[src/rtl/fm_afc_if.sv]
// fm_afc_if: system/demodulator-facing signal group of the AFC sequencer.
// master = system side (control and demod stream), slave = fm_afc_ctrl.
interface fm_afc_if #(
    parameter int DW = 16,
    parameter int PW = 32
);
    logic                 enable;
    logic [PW-1:0]        phi_init;
    logic signed [DW-1:0] demod_in;
    logic                 demod_valid;
    logic [PW-1:0]        phi_inc;
    logic                 locked;
    logic signed [DW-1:0] err_out;
    logic                 update_pulse;
    logic [2:0]           state_out;

    modport master (
        output enable, phi_init, demod_in, demod_valid,
        input  phi_inc, locked, err_out, update_pulse, state_out
    );

    modport slave (
        input  enable, phi_init, demod_in, demod_valid,
        output phi_inc, locked, err_out, update_pulse, state_out
    );
endinterface

[src/rtl/fm_afc_ctrl.sv]
// fm_afc_ctrl: automatic frequency control sequencer for the FM demod NCO.
// Averages demod_in over 2^WIN_LOG2 valid samples, treats the floored mean
// as carrier error and steps phi_inc by err <<< KSHIFT; declares lock after
// LOCK_CNT consecutive small-error windows.
// Optional macro AFC_CLAMP_EN: keeps phi_inc within +/-PHI_RANGE of the
// phi_init captured on IDLE exit (saturating, no wrap) and masks locked while
// phi_inc sits on a clamp limit. Without it phi_inc wraps modulo 2^PW.
module fm_afc_ctrl #(
    parameter int DW         = 16,
    parameter int PW         = 32,
    parameter int WIN_LOG2   = 10,
    parameter int SETTLE_CYC = 256,
    parameter int KSHIFT     = 4,
    parameter int LOCK_THR   = 64,
    parameter int LOCK_CNT   = 4,
    parameter int PHI_RANGE  = 4294967
) (
    input logic     clk,
    input logic     rst_n,
    fm_afc_if.slave bus
);

    localparam int AW = DW + WIN_LOG2;
    localparam int SW = $clog2(SETTLE_CYC + 1);
    localparam int GW = $clog2(LOCK_CNT + 1);

    localparam logic [2:0] S_IDLE   = 3'd0;
    localparam logic [2:0] S_SETTLE = 3'd1;
    localparam logic [2:0] S_ACCUM  = 3'd2;
    localparam logic [2:0] S_UPDATE = 3'd3;
    localparam logic [2:0] S_LOCKED = 3'd4;

    localparam logic [SW-1:0] SETTLE_LAST = SW'(SETTLE_CYC - 1);
    localparam logic [GW-1:0] GOOD_TARGET = GW'(LOCK_CNT);
    localparam logic [DW-1:0] THR         = DW'(LOCK_THR);
    localparam logic [DW-1:0] THR2        = DW'(2 * LOCK_THR);
    localparam logic [DW-1:0] ERR_MIN     = {1'b1, {(DW-1){1'b0}}};
    localparam logic [DW-1:0] ERR_MAX     = {1'b0, {(DW-1){1'b1}}};

    logic [2:0]           state;
    logic [PW-1:0]        phi_inc_q;
    logic                 locked_q;
    logic signed [DW-1:0] err_q;
    logic                 pulse_q;
    logic signed [AW-1:0] acc;
    logic [WIN_LOG2-1:0]  sample_cnt;
    logic [SW-1:0]        settle_cnt;
    logic [GW-1:0]        good_cnt;

    logic signed [DW-1:0] err;
    logic [DW-1:0]        abs_err;
    logic [PW-1:0]        step_ext;
    logic [PW-1:0]        step;
    logic [PW-1:0]        phi_next;
    logic [GW-1:0]        good_next;
    logic                 at_limit;

`ifdef AFC_CLAMP_EN
    localparam logic signed [PW:0] RANGE_P = (PW+1)'(PHI_RANGE);
    localparam logic signed [PW:0] RANGE_N = -RANGE_P;
    localparam logic [PW-1:0]      LIM_P   = PW'(PHI_RANGE);
    localparam logic [PW-1:0]      LIM_N   = -LIM_P;

    logic [PW-1:0]        phi_base;
    logic [PW-1:0]        offset;
    logic signed [PW:0]   new_off;
`endif

    // Window mean (floor via the top DW bits of acc), magnitude, loop step and next phi_inc.
    always_comb begin
        err      = acc[AW-1:WIN_LOG2];
        if (err == ERR_MIN)
            abs_err = ERR_MAX;
        else if (err[DW-1])
            abs_err = -err;
        else
            abs_err = err;
        step_ext  = {{(PW-DW){err[DW-1]}}, err};
        step      = step_ext << KSHIFT;
        good_next = (abs_err <= THR) ? good_cnt + GW'(1) : '0;
`ifdef AFC_CLAMP_EN
        offset  = phi_inc_q - phi_base;
        new_off = $signed({offset[PW-1], offset}) + $signed({step[PW-1], step});
        if (new_off > RANGE_P)
            new_off = RANGE_P;
        else if (new_off < RANGE_N)
            new_off = RANGE_N;
        phi_next = phi_base + new_off[PW-1:0];
        at_limit = (offset == LIM_P) || (offset == LIM_N);
`else
        phi_next = phi_inc_q + step;
        at_limit = 1'b0;
`endif
    end

    // Sequencer: settle, accumulate a window, apply the loop update, track lock.
    always_ff @(posedge clk or negedge rst_n) begin
        if (!rst_n) begin
            state      <= S_IDLE;
            phi_inc_q  <= '0;
            locked_q   <= 1'b0;
            err_q      <= '0;
            pulse_q    <= 1'b0;
            acc        <= '0;
            sample_cnt <= '0;
            settle_cnt <= '0;
            good_cnt   <= '0;
`ifdef AFC_CLAMP_EN
            phi_base   <= '0;
`endif
        end else begin
            pulse_q <= 1'b0;
            case (state)
                S_IDLE: begin
                    if (bus.enable) begin
                        phi_inc_q  <= bus.phi_init;
`ifdef AFC_CLAMP_EN
                        phi_base   <= bus.phi_init;
`endif
                        good_cnt   <= '0;
                        settle_cnt <= '0;
                        acc        <= '0;
                        sample_cnt <= '0;
                        state      <= S_SETTLE;
                    end
                end
                S_SETTLE: begin
                    acc        <= '0;
                    sample_cnt <= '0;
                    if (settle_cnt == SETTLE_LAST) begin
                        settle_cnt <= '0;
                        state      <= S_ACCUM;
                    end else begin
                        settle_cnt <= settle_cnt + SW'(1);
                    end
                end
                S_ACCUM, S_LOCKED: begin
                    if (bus.demod_valid) begin
                        acc        <= acc + {{WIN_LOG2{bus.demod_in[DW-1]}}, bus.demod_in};
                        sample_cnt <= sample_cnt + WIN_LOG2'(1);
                        if (sample_cnt == '1)
                            state <= S_UPDATE;
                    end
                end
                S_UPDATE: begin
                    err_q      <= err;
                    phi_inc_q  <= phi_next;
                    pulse_q    <= 1'b1;
                    settle_cnt <= '0;
                    if (!locked_q) begin
                        good_cnt <= good_next;
                        if (good_next == GOOD_TARGET) begin
                            locked_q <= 1'b1;
                            acc      <= '0;
                            state    <= S_LOCKED;
                        end else begin
                            state <= S_SETTLE;
                        end
                    end else if (abs_err > THR2) begin
                        locked_q <= 1'b0;
                        good_cnt <= '0;
                        state    <= S_SETTLE;
                    end else begin
                        acc   <= '0;
                        state <= S_LOCKED;
                    end
                end
                default: state <= S_IDLE;
            endcase
            if (!bus.enable) begin
                state      <= S_IDLE;
                locked_q   <= 1'b0;
                acc        <= '0;
                sample_cnt <= '0;
                settle_cnt <= '0;
                good_cnt   <= '0;
            end
        end
    end

    assign bus.phi_inc      = phi_inc_q;
    assign bus.locked       = locked_q & ~at_limit;
    assign bus.err_out      = err_q;
    assign bus.update_pulse = pulse_q;
    assign bus.state_out    = state;

endmodule

[src/flat_wrapper.sv]
// flat-port wrapper written by rule: the top's interface ports become plain ports
module fm_afc_ctrl_flat 
#(
    parameter int DW         = 16,
    parameter int PW         = 32,
    parameter int WIN_LOG2   = 10,
    parameter int SETTLE_CYC = 256,
    parameter int KSHIFT     = 4,
    parameter int LOCK_THR   = 64,
    parameter int LOCK_CNT   = 4,
    parameter int PHI_RANGE  = 4294967
)
  (clk, rst_n, bus_enable, bus_phi_init, bus_demod_in, bus_demod_valid, bus_phi_inc, bus_locked, bus_err_out, bus_update_pulse, bus_state_out);
  fm_afc_if #(.DW(DW), .PW(PW)) bus_i ();
  input logic clk;
  input logic rst_n;
  input wire logic [$bits(bus_i.enable)-1:0] bus_enable;
  input wire logic [$bits(bus_i.phi_init)-1:0] bus_phi_init;
  input wire logic [$bits(bus_i.demod_in)-1:0] bus_demod_in;
  input wire logic [$bits(bus_i.demod_valid)-1:0] bus_demod_valid;
  output wire logic [$bits(bus_i.phi_inc)-1:0] bus_phi_inc;
  output wire logic [$bits(bus_i.locked)-1:0] bus_locked;
  output wire logic [$bits(bus_i.err_out)-1:0] bus_err_out;
  output wire logic [$bits(bus_i.update_pulse)-1:0] bus_update_pulse;
  output wire logic [$bits(bus_i.state_out)-1:0] bus_state_out;
  assign bus_i.enable = bus_enable;
  assign bus_i.phi_init = bus_phi_init;
  assign bus_i.demod_in = bus_demod_in;
  assign bus_i.demod_valid = bus_demod_valid;
  assign bus_phi_inc = bus_i.phi_inc;
  assign bus_locked = bus_i.locked;
  assign bus_err_out = bus_i.err_out;
  assign bus_update_pulse = bus_i.update_pulse;
  assign bus_state_out = bus_i.state_out;
  fm_afc_ctrl #(.DW(DW), .PW(PW), .WIN_LOG2(WIN_LOG2), .SETTLE_CYC(SETTLE_CYC), .KSHIFT(KSHIFT), .LOCK_THR(LOCK_THR), .LOCK_CNT(LOCK_CNT), .PHI_RANGE(PHI_RANGE)) u_core (.clk(clk), .rst_n(rst_n), .bus(bus_i));
endmodule
[config.mk]
export PLATFORM = sky130hd
export DESIGN_NAME = fm_afc_ctrl_flat
export DESIGN_NICKNAME = d
export VERILOG_FILES = /design/src/rtl/fm_afc_if.sv /design/src/rtl/fm_afc_ctrl.sv /design/src/flat_wrapper.sv
export SDC_FILE = /design/constraint.sdc
export NUM_CORES = 1
export LEC_CHECK = 0
export ABC_CLOCK_PERIOD_IN_PS = 3650
export BUFFER_PORTS_ARGS = -buffer_cell sky130_fd_sc_hd__buf_2
export CAP_MARGIN = 20
export CORE_UTILIZATION = 59
export CTS_CLUSTER_SIZE = 10
export DETAILED_ROUTE_END_ITERATION = 8
export MAX_ROUTING_LAYER = met4
export PLACE_DENSITY = 0.82
export SYNTH_ARGS = -nofsm -noshare
export SYNTH_HDL_FRONTEND = slang
export SYNTH_SLANG_ARGS = --single-unit
[constraint.sdc]
create_clock -name clk -period 3.65 [get_ports clk]
set_clock_uncertainty 0.2 [all_clocks]
set_input_delay 0.73 -clock clk [delete_from_list [all_inputs] [get_ports clk]]
set_output_delay 0.73 -clock clk [all_outputs]
set_load 0.01 [all_outputs]
* Yosys cells after proc, flatten, opt, wreduce, memory -nomap -nowiden
Cells that the tools add are included. Widths: inputs -> output; s select.
Operators by class: multiplexer cells 35, reduce and logical (&&, ||, !) cells 10, add/subtract/negate cells 6, equal/unequal tests 20, magnitude comparators 2
Operators by type and width (count):
- $mux 26 | 5
- $pmux 26 s3 | 1
- $pmux 32 s2 | 1
- $mux 3 | 11
- $add 32x32->32 | 1
- $mux 16 | 2
- $mux 32 | 1
- $add 26x26->26 | 1
- $mux 10 | 2
- $pmux 10 s2 | 1
- $mux 9 | 2
- $pmux 9 s2 | 1
- $eq 16x16->1 const B | 1
- $gt 16x8->1 const B | 1
- $le 16x7->1 const B | 1
- $neg 16->16 | 1
- $ne 3x2->1 const B | 4
- $pmux 3 s4 | 1
- $add 10x1->10 const B | 1
- $eq 10x10->1 const B | 1
- $add 9x1->9 const B | 1
- $eq 9x8->1 const B | 1
- $ne 4x2->1 const B | 2
- $ne 4x4->1 const B | 2
- other kinds (16) | 27
Word-level totals: input port bits 52, bits in registers 101, output and inout port bits 53, word-level logic and storage cells 82

* Longest topological paths before layout
depth in word-level cells 10, mapped depth 12, gate-level depth less buffers 12

* Worst setup path after synthesis
Ideal clock, no wire load.
path type input to register, start point input bus_demod_in[0], end point register u_core.acc[24], data required time 3.319 ns, data arrival time 3.104 ns, path slack 0.215 ns, stages 12, path buffers 0, setup time 0.131 ns, cell sequence ha_1 inv_1 fa_1 nand2b_1 a21oi_1 nor3_1 o21ai_0 a311oi_1 nand2b_1 a211oi_1 nor4_1 or3_1
On the way: word-level cells in the longest chain between the ends 4
RTL lines:
- start: declaration | RTL line flat_wrapper.sv:19 | input wire logic [$bits(bus_i.demod_in)-1:0] bus_demod_in;
- $add 26x26->26 | RTL line fm_afc_ctrl.sv:139 | acc <= acc + {{WIN_LOG2{bus.demod_in[DW-1]}}, bus.demod_in};
- $mux 26 | RTL line fm_afc_ctrl.sv:138 | if (bus.demod_valid) begin
- $pmux 26 s3 | RTL line fm_afc_ctrl.sv:113 | case (state)
- $mux 26 | RTL line fm_afc_ctrl.sv:170 | if (!bus.enable) begin
- end signal: assignment | RTL line fm_afc_ctrl.sv:139
- end: declaration | RTL line fm_afc_ctrl.sv:45 | logic signed [AW-1:0] acc;
No other way between the ends. The select of a mux whose other input is x is not followed. A chain may end at the register's enable or synchronous reset.

* Worst setup path after layout
start point register u_core.acc[13], end point register u_core.acc[25]
On the way: word-level cells in the longest chain between the ends 8, elaborated cells on any way between the ends 15
RTL lines:
- $neg 16->16 | RTL line fm_afc_ctrl.sv:75 | abs_err = -err;
- $mux 16 | RTL line fm_afc_ctrl.sv:74 | else if (err[DW-1])
- $mux 16 | RTL line fm_afc_ctrl.sv:72 | if (err == ERR_MIN)
- $le 16x7->1 | RTL line fm_afc_ctrl.sv:80 | good_next = (abs_err <= THR) ? good_cnt + GW'(1) : '0;
- $mux 3 | RTL line fm_afc_ctrl.sv:80
- $eq 3x3->1 | RTL line fm_afc_ctrl.sv:152 | if (good_next == GOOD_TARGET) begin
- $ne 4x2->1 (no source line)
- $reduce_and 4->1 (no source line)
Several ways; a longest one is shown, not always the timed one. The select of a mux whose other input is x is not followed.

==> run metrics <==
combinational power share 44.8%; Area Growth Syn to Fin 14.2%; CTS root buf clkbuf_16; Int Pwr 2.83 mW; CTS Sinks 101; Worst Path Max Fanout 25; layout cells sized above 1 17.7%; CTS resizes 0; Clock power frac 20.9%; DR pass1 iterations 5; die height 113 um; CTS Buffer Depth 2; dominant synthesized flop cell dfrtp_1; GR Util All Layers 28.5%; H-tree depth 3; wire per inst 15.5 um; Crit. End Element register; ANT nets after route 0; core box area 0.0120 mm2; starting density of the core 60.7%; Die W 113 um; vias per inst 6.02; Mapped Cells 834; die area 0.0128 mm2; Antenna Cells 0; status finished, final reports clean; Distinct cells, synth 68; number of global-route vias before repair 6,067; Detail Placement HPWL 12.5 mm; critical path class reg2reg; TritonCTS clock tree done; clk_lat worst skew 0.35 ns; Max-cap violations 0; fmax 292 MHz; PortBufs 104; final max-slew violation count 0; largest net degree at the start of global routing 58; Switching Share 39.9%; DRT iter0 DRCs 344; min-delay worst type in2async; hold slack 0.241 ns; worst slew pin tran 0.723 ns; Yosys top cell by area dfrtp_1; sequential area share after synthesis 34.7%; placed cell areas 0.00802 mm2; Rel. slew slack 51.8%; setup violators final 0; Overflow after GRT 0; Net count, final 1,046; Synth Area per Inst 8.74 um2; Clock transition at path regs 0.07 ns; routability cong. 0.925; fin crit share 93.9%; syn_nets 944; R2R setup slack 0.22 ns; Seq pwr share 34.3%; Final Hold Vio Count 0; initial antenna violation count 0; VDD IR-drop max 0.220 mV; CP required 3.69 ns; synthesized flop and latch total 101; Synth top area share 34.7%; PwrDens 566 mW/mm2; Sw Pwr 1.88 mW; CP Data Arrival Time 3.47 ns; most numerous cell in the Yosys netlist nand2_1; final WL 16.9 mm; CP Launch Type register; async set or reset register ratio after synthesis 100%; post-route design area 0.00833 mm2; Leakage 4.02 nW; RSZ-0062 raised after global routing no; CTS buffer count 9; # DRC 0; synth top area cells dfrtp_1 (35%), ha_1 (9.6%), nand2_1 (5.5%); commonest cells in the synthesized netlist nand2_1 (106), dfrtp_1 (101), o21ai_0 (71); minimum clock period 3.43 ns; cell area after synthesis 0.00729 mm2; I/O pins 105; first-pass GRT wire length 28.6 mm; Setup TNS 0 ns; vias 6,554; Rows 40; hold_buf cts 0; Post-synth EDFFs 0; Post-CTS Setup Inserts 0; Syn. warnings 0
==> registers in the layout, indices dropped and copies added, names as in the netlist <==
register and count:
u_core.settle_cnt 9, u_core.acc 26, u_core.bus.phi_inc 32, u_core.bus.err_out 16, u_core.bus.update_pulse 1, u_core.bus.locked 1
u_core.good_cnt 3, u_core.bus.state_out 3, u_core.sample_cnt 10
==> final cells by class <==
type,count,area [um2]
fill,970,3690
clock inverter,5,60.1
clock buffer,11,243
sequential,101,2530
tap,147,184
inverter,23,86.3
multi-input combinational,680,4550
timing repair buffer,121,676
==> metrics by stage <==
stage          power, mW  utilization (%)  setup slack [ns]  std cells
5_1_grt             5.05             69.3            0.0450       1088
6_report            4.71             69.3             0.223       1088
3_3_place_gp        3.68             66.8             0.214       1072
4_1_cts             4.73             69.3             0.195       1088
3_5_place_dp        3.73             66.8             0.154       1072
2_1_floorplan       3.10                -             0.215        834
==> final timing paths <==
path / from / endpoint / cells past startpoint
worst max-delay path: u_core.acc[13] / u_core.acc[25] / 8
worst min-delay path: rst_n / u_core.bus.phi_inc[9] / 1
worst max register to register: u_core.acc[13] / u_core.acc[25] / 8
worst min register to register: u_core.bus.err_out[4] / u_core.bus.err_out[4] / 2
max in group asynchronous: rst_n / u_core.settle_cnt[2] / 2
min in group clk: u_core.bus.err_out[4] / u_core.bus.err_out[4] / 2
==> critical path: stages, from the launching register on <==
cell	delay, ns
dfrtp_1	0.38
or4_1	0.70
o41ai_1	0.53
a21oi_1	0.12
a221o_1	0.31
nor3_2	0.16
nand2_2	0.10
a32o_2	0.46
a211o_1	0.35
==> cells by family (layout without fill, tap and decap cells) <==
logic type                 Yosys count  after routing  share of synthesized area, %
xor gates and xnor gates            49             49                          5.88
and+or+nand+nor                    283            283                          18.9
AOI/OAI and AO/OA                  263            263                          23.5
adders and majority gates           58             58                          10.2
muxes                               27             27                          3.88
buffers and inverters               53            160                          3.04
DFF                                101            101                          34.7
==> layer usage <==
layer,up-vias,track usage [%],wire (um)
met3,25,4.18,802
met1,3089,38.4,8040
met5,-,-,0
li1,3270,-,-
met2,170,44.1,7750
met4,0,9.91,277
==> layout by cell type (no fill, tap or decap), types with 4 or more instances in the layout <==
| master | count |
|---|---|
| nor3_1 | 18 |
| xor2_1 | 21 |
| a211oi_1 | 18 |
| or2_2 | 6 |
| a21boi_0 | 5 |
| nand3_1 | 18 |
| a21oi_1 | 67 |
| xnor2_1 | 28 |
| o31ai_1 | 8 |
| a22o_2 | 4 |
| nor2b_1 | 12 |
| a22o_1 | 18 |
| nor2_1 | 51 |
| ha_1 | 56 |
| o211ai_1 | 4 |
| a32o_1 | 5 |
| o21bai_1 | 4 |
| mux2_2 | 10 |
| nand3b_1 | 4 |
| nand2b_1 | 24 |
| o21a_1 | 5 |
| buf_2 | 103 |
| nand2_1 | 106 |
| buf_4 | 16 |
| mux2i_1 | 17 |
| inv_1 | 23 |
| nand4_1 | 10 |
| a21o_1 | 14 |
| or3_1 | 9 |
| o22ai_1 | 5 |
| and3_1 | 5 |
| clkbuf_16 | 9 |
| dfrtp_1 | 101 |
| o21ai_0 | 71 |
==> power groups by stage <==
stage                     Clock (mW)  Combinational (mW)  Sequential, mW
final                          0.984                2.11            1.62
after global routing            1.04                2.36            1.64
after CTS                       1.00                2.11            1.61
after detailed placement           0                2.10            1.63
after global placement             0                2.06            1.62
after floorplan                    0                1.44            1.67
Note: power is estimated with default switching activity, not from simulation.
